$ cat config.mk
export PLATFORM = sky130hd
export DESIGN_NAME = snake_grid_renderer
export DESIGN_NICKNAME = d
export VERILOG_FILES = /design/src/rtl/snake_grid_renderer.sv
export SDC_FILE = /design/constraint.sdc
export NUM_CORES = 1
export LEC_CHECK = 0
export CAP_MARGIN = 20
export CORE_MARGIN = 10
export CORE_UTILIZATION = 40
export CTS_CLUSTER_DIAMETER = 40
export DETAILED_ROUTE_END_ITERATION = 8
export PLACE_DENSITY = 0.7
export SLEW_MARGIN = 10
export SYNTH_ARGS = -nofsm -noshare
export SYNTH_HDL_FRONTEND = slang
export SYNTH_SLANG_ARGS = --single-unit
$ cat constraint.sdc
create_clock -name clk -period 2.02 [get_ports clk]
set_input_delay 0.202 -clock clk [delete_from_list [all_inputs] [get_ports clk]]
set_output_delay 0.202 -clock clk [all_outputs]
set_load 0.05 [all_outputs]
$ cat src/rtl/snake_grid_renderer.sv
// snake_grid_renderer: fetches one playfield row per line into a line
// buffer during blanking and renders palette RGB with a 2-clock latency.
// Ports: clk, rst (async active-low), frame_start, inrange, x_pos, y_pos,
//   ram_in -> ram_rd_en, read_address, de_out, red, green, blue.
// Option: define GRID_LINES_EN to draw border-coloured lines on empty cells.
module snake_grid_renderer #(
  parameter int          GRID_W     = 60,
  parameter int          GRID_H     = 60,
  parameter int          CELL_SHIFT = 3,
  parameter int          BPC        = 2,
  parameter int          ADDR_W     = 6,
  parameter int          RAM_LAT    = 1,
  parameter logic [23:0] COL_EMPTY  = 24'hFFFFFF,
  parameter logic [23:0] COL_BODY   = 24'h000000,
  parameter logic [23:0] COL_HEAD   = 24'h00A000,
  parameter logic [23:0] COL_FOOD   = 24'hFF0000,
  parameter logic [23:0] COL_BORDER = 24'h404040
) (
  input  logic                  clk,
  input  logic                  rst,
  input  logic                  frame_start,
  input  logic                  inrange,
  input  logic [9:0]            x_pos,
  input  logic [9:0]            y_pos,
  input  logic [GRID_W*BPC-1:0] ram_in,
  output logic                  ram_rd_en,
  output logic [ADDR_W-1:0]     read_address,
  output logic                  de_out,
  output logic [7:0]            red,
  output logic [7:0]            green,
  output logic [7:0]            blue
);

  localparam int CXW = 10 - CELL_SHIFT;
  localparam int CIW = $clog2(GRID_W);

  localparam logic [CXW-1:0] GW_C  = CXW'(GRID_W);
  localparam logic [10:0]    GH_R  = 11'(GRID_H);
  localparam logic [10:0]    AD_R  = 11'(2**ADDR_W);
  localparam logic [1:0]     LAT_M = 2'(RAM_LAT - 1);

  typedef enum logic [1:0] {
    IDLE,
    REQ,
    WAIT,
    LOAD
  } state_t;

  state_t state;
  logic [1:0] wcnt;
  logic tgt_ok;
  logic row_valid;
  logic [GRID_W-1:0][BPC-1:0] lbuf;

  logic [CXW-1:0] cell1;
  logic de1;
  logic ing1;

  logic fall;
  logic [10:0] yp1;
  logic [10:0] trow;
  logic [CXW-1:0] xcell;

  // de1 doubles as the registered inrange for edge detection
  assign fall  = de1 && !inrange;
  assign yp1   = {1'b0, y_pos} + 11'd1;
  assign trow  = yp1 >> CELL_SHIFT;
  assign xcell = x_pos[9:CELL_SHIFT];

  always_ff @(posedge clk or negedge rst) begin
    if (!rst) begin
      state        <= IDLE;
      ram_rd_en    <= 1'b0;
      read_address <= '0;
      wcnt         <= '0;
      tgt_ok       <= 1'b0;
      row_valid    <= 1'b0;
      lbuf         <= '0;
    end else begin
      ram_rd_en <= 1'b0;
      unique case (state)
        IDLE: begin
          if (frame_start) begin
            state        <= REQ;
            ram_rd_en    <= 1'b1;
            read_address <= '0;
            tgt_ok       <= 1'b1;
          end else if (fall) begin
            state     <= REQ;
            ram_rd_en <= 1'b1;
            // rows past the RAM map to 0, never aliased
            read_address <= (trow < AD_R)
                          ? trow[ADDR_W-1:0] : '0;
            tgt_ok <= (trow < GH_R);
          end
        end
        REQ: begin
          state <= WAIT;
          wcnt  <= '0;
        end
        WAIT: begin
          if (wcnt == LAT_M) state <= LOAD;
          else wcnt <= wcnt + 2'd1;
        end
        LOAD: begin
          lbuf      <= ram_in;
          row_valid <= tgt_ok;
          state     <= IDLE;
        end
        default: state <= IDLE;
      endcase
    end
  end

`ifdef GRID_LINES_EN
  logic gl1;
`else
  logic unused;
  assign unused = ^x_pos[CELL_SHIFT-1:0];
`endif

  always_ff @(posedge clk or negedge rst) begin
    if (!rst) begin
      cell1 <= '0;
      de1   <= 1'b0;
      ing1  <= 1'b0;
`ifdef GRID_LINES_EN
      gl1   <= 1'b0;
`endif
    end else begin
      cell1 <= xcell;
      de1   <= inrange;
      ing1  <= (xcell < GW_C) && row_valid;
`ifdef GRID_LINES_EN
      gl1 <= (x_pos[CELL_SHIFT-1:0] == '0) ||
             (y_pos[CELL_SHIFT-1:0] == '0);
`endif
    end
  end

  logic [CIW-1:0] cidx;
  logic [BPC-1:0] code;
  logic [23:0]    pix;

  assign cidx = cell1[CIW-1:0];
  assign code = lbuf[cidx];

  always_comb begin
    pix = COL_BORDER;
    if (ing1) begin
      case (code)
        BPC'(0): pix = COL_EMPTY;
        BPC'(1): pix = COL_BODY;
        BPC'(2): pix = COL_HEAD;
        default: pix = COL_FOOD;
      endcase
`ifdef GRID_LINES_EN
      if (code == '0 && gl1) pix = COL_BORDER;
`endif
    end
  end

  always_ff @(posedge clk or negedge rst) begin
    if (!rst) begin
      de_out <= 1'b0;
      red    <= '0;
      green  <= '0;
      blue   <= '0;
    end else begin
      de_out <= de1;
      if (de1) {red, green, blue} <= pix;
      else     {red, green, blue} <= '0;
    end
  end

endmodule

==> results by stage <==
Pwr:
- In this run switching power makes up 29.5% of total power.
- The completed layout was analyzed and its total power is 0.0128 W.
- The worst-case IR drop observed on VDD is 0.714 mV.
- The design internal power is 0.00903 W.
- The share of total power dissipated in sequential elements is 39.8%.
- The power per cell area is 1360 nW/um^2.
- The total leakage power is 3.97 nW.
- The clock network fraction of total power is 24.9%.
- The net switching power is 0.00378 W.
- The combinational share of power is 35.3%.

Global routing:
- The number of global-route vias before repair is 5077.
- Entering global routing, the biggest net connects 63 pins.
- The initial antenna violation count is 2.
- The aggregate global routing overflow is 0.
- The global-route total usage across every layer is 15.9%.
- The first global-routing pass estimated 27300 um of wire.

CTS:
- Counting the buffers created by CTS gives 17.
- Clock-pin slew was measured on the worst setup and hold paths at 0.06 ns.
- The tree is rooted in a sky130_fd_sc_hd__clkbuf_16.
- TritonCTS built the clock tree.
- The H-tree level count is 4.
- The clock tree buffer depth is 2.
- At the later pin of the worst-skew pair, clock insertion delay measures 0.42 ns.
- Clock tree synthesis found a total of 147 sinks.

Synthesis:
- The library cell with the largest summed area after synthesis is sky130_fd_sc_hd__dfrtp_1.
- The cell count after synthesis came out at 464.
- The commonest cells after synthesis are sky130_fd_sc_hd__dfrtp_1 (147), sky130_fd_sc_hd__mux2_2 (127), sky130_fd_sc_hd__mux4_2 (21).
- The simple-gate share of the synthesized area is 3.74%.
- The most common flop cell mapped by yosys is sky130_fd_sc_hd__dfrtp_1.
- The combinational family with the most area after synthesis is multiplexers.
- The synthesized-area fraction occupied by xor and xnor cells is 0.906%.
- After synthesis the cells add up to 6760 sq um.
- The Yosys warning count is 0.
- The area fraction in compound gates after synthesis is 3.55%.
- After synthesis, flip-flops and latches occupy 54.4% of the total area.
- The synthesized netlist contains 46 unique library cells.
- After synthesis, the cell types taking the most area are sky130_fd_sc_hd__dfrtp_1 (54%), sky130_fd_sc_hd__mux2_2 (21%), sky130_fd_sc_hd__mux4_2 (7.0%).
- In this run, synthesis inferred 0 flip-flops with an integrated enable.
- Counting flops with an async set or reset pin after synthesis yields a share of 100%.
- After Yosys synthesis, full adders, half adders and majority gates account for 1.29% of the synthesized area.
- In the synthesized netlist, mux cells make up 31.6% of the area.
- Synthesis inferred 147 register bits.
- The mean area per synthesized cell is 14.6 sq um.
- The synthesized netlist net count is 615.
- The area share of the largest cell type after synthesis is 54.4%.
- By instance count, the leading cell after synthesis is sky130_fd_sc_hd__dfrtp_1.

Place:
- Detailed placement ended at an HPWL of 13100 um.
- The total placed cells including tap cells is 840.
- The final RePlAce weighted congestion is 0.784.
- The area after detailed placement is 8790 sq um.
- The count of port buffers added during placement is 172.

Critical path:
- The critical path in this run is classified as reg -> reg.
- The depth of the most critical reg-to-reg path is 8.
- In this run the critical register-to-register path is captured at red[6].
- For the worst setup path, the data required time is 2.37 ns.
- The worst setup path is captured at a flop.
- Data on the critical path arrives at its endpoint at 2.60 ns.
- The critical path ends at red[6].
- The worst register-to-register path has a setup slack of -0.23 ns.
- The start point of the critical path is cell1[1].
- The startpoint identified for the worst register-to-register timing path is cell1[1].
- The maximum net fanout on the critical path is 6.
- STA classifies the critical path startpoint as a flop.

STA:
- The number of failing hold endpoints at the final stage is 0.
- The final setup TNS is -0.781 ns.
- At the pin with the least slew margin, the transition time is 0.567 ns.
- The worst pin sits at a relative slew slack of 62.1%.
- Hold is met by 0.250 ns.
- Setup repair after global routing could not meet its margin everywhere.
- The largest clock skew in the final design is 0.00412 ns.
- Once routing completed, OpenROAD measured the worst setup slack at -0.235 ns.
- The smallest clock period supported by the final layout is computed as 2.25 ns.
- The ratio of final minimum period to clock period is 112%.
- The max-slew violation total from the final report is 0.
- The fmax is 443 MHz.
- Setup violations remaining at the end of the flow were counted as 4.

Floorplanning:
- The floorplan step defined a die boundary enclosing 22500 sq um.
- The total core area is 16600 sq um.
- Row generation in the floorplan step produced 47 rows.
- 176 I/O pins were placed.
- Measured along the y axis, the die boundary spans 150 um.
- The die is 150 um wide.
- For this configuration, the core starts out at a cell density of 40.8%.

Final layout:
- Of the cells placed in the final design, the portion with a size suffix greater than 1 is 33.2%.
- After filler insertion, the fill cell instance count of the layout stands at 1343.
- The finished cells cover 9460 sq um.
- The final net count is 794.
- The area growth from synthesis to layout is 39.8%.
- The number of standard cells in the layout, taps in and fillers out is 877.

Routing:
- The number of detailed-route iterations in the first pass is 4.
- The detailed router placed 4449 vias in this run.
- After detailed routing, the average wire length per cell comes to 19.7 um.
- The detailed router finished its first iteration with 202 violations.
- In the routed layout, each cell is associated on average with a via count of 5.07.
- The overall routed net length is 17200 um.
- The count of nets left with antenna violations once routing finished came out at 0.
- For this run, design rule violations remaining after detail routing come to 0.

Status:
- The checks that failed: setup timing.
- The flow ran to the end, but the final reports show violations.

Run:
- The number of maximum-capacitance violations is 0.

Min path:
- The class of the most critical hold timing path is in -> reg.
stage by stage:
| step | worst slack [ns] | utilization, % |
|---|---|---|
| 6_report | -0.235 | 57.0 |
| 3_3_place_gp | -0.213 | 53.0 |
| 3_5_place_dp | -0.275 | 53.0 |
| 5_1_grt | -0.365 | 57.0 |
| 2_1_floorplan | -0.0506 | - |
| 4_1_cts | -0.261 | 56.9 |
cell families (layout without fill, tap and decap cells):
logic type / after synthesis / after routing
muxes: 165 / 165
DFF: 147 / 147
buffers and inverters: 53 / 245
and+or+nand+nor: 50 / 50
AOI/OAI and AO/OA: 35 / 35
adders and majority gates: 7 / 7
xor gates and xnor gates: 7 / 7
other: 0 / 1
layout by cell type, fill, tap and decap left out, drive strengths merged, types with 4 or more instances in the layout:
cell type,synthesis,layout
buf,31,33
dfrtp,147,147
nor2,6,6
nand3,5,5
xor2,4,4
clkbuf,14,24
mux2,127,127
nand2,18,18
clkdlybuf4s50,0,158
inv,8,8
mux4,25,25
dlygate4sd2,0,12
o21ai,10,10
mux2i,13,13
nor2b,5,5
ha,7,7
timing repair:
item	CTS	global route
buffers inserted	3	0
endpoints found under the setup margin	17	8
pin swaps	3	3
endpoints found under the hold margin	51	0
gates resized for setup	16	5
hold buffers	1	0
power groups by stage:
stage                     clock, W  sequential, W  combinational, W
after global routing       0.00336        0.00528           0.00490
after CTS                  0.00324        0.00512           0.00458
after global placement           0        0.00511           0.00438
after floorplan                  0        0.00509           0.00318
final                      0.00319        0.00510           0.00453
after detailed placement         0        0.00515           0.00455
worst min-delay path by stage:
| stage | start | endpoint | slack (ns) | cells after the start |
|---|---|---|---|---|
| floorplan | rst | blue[5] | -0.09 | 0 |
| global placement | rst | lbuf[76] | 0.20 | 1 |
| detailed placement | rst | lbuf[106] | 0.21 | 1 |
| CTS | x_pos[3] | cell1[0] | 0.23 | 1 |
| global route | x_pos[3] | cell1[0] | 0.23 | 1 |
| finish | x_pos[5] | cell1[2] | 0.25 | 1 |
worst max-delay path, cell delays in order (launching register included):
cell and delay [ns]:
sky130_fd_sc_hd__dfrtp_4 0.53, sky130_fd_sc_hd__buf_8 0.16, sky130_fd_sc_hd__mux2i_1 0.11, sky130_fd_sc_hd__mux4_2 0.48
sky130_fd_sc_hd__a22oi_2 0.17, sky130_fd_sc_hd__nand2_1 0.10, sky130_fd_sc_hd__a21o_1 0.19, sky130_fd_sc_hd__ha_1 0.30
sky130_fd_sc_hd__a21boi_1 0.13
routing by layer:
layer	part of all wire (%)	wire length, um	up-vias	GRT usage, %
met5	0.099	17	-	0
met4	1.6	273	2	5.98
met3	7.0	1210	23	5.74
met2	49	8390	142	25.7
met1	43	7360	2234	19.1
li1	-	-	2048	-
area by class of cell:
cell class / instances / area [sq um] / area share, %
sequential: 147 / 3680 / 38.9
multi-input combinational: 264 / 2800 / 29.6
timing repair buffer: 205 / 2060 / 21.7
clock buffer: 24 / 512 / 5.41
tap: 220 / 275 / 2.91
clock inverter: 8 / 97.6 / 1.03
inverter: 8 / 30.0 / 0.318
antenna: 1 / 2.50 / 0.0265
state kept, by name, indices dropped and copies added (netlist names), 2 cells and up:
name / flops
blue: 2
cell1: 6
lbuf: 120
read_address: 6
red: 2
state: 2
wcnt: 2
Power figures use the tool's default switching activity.
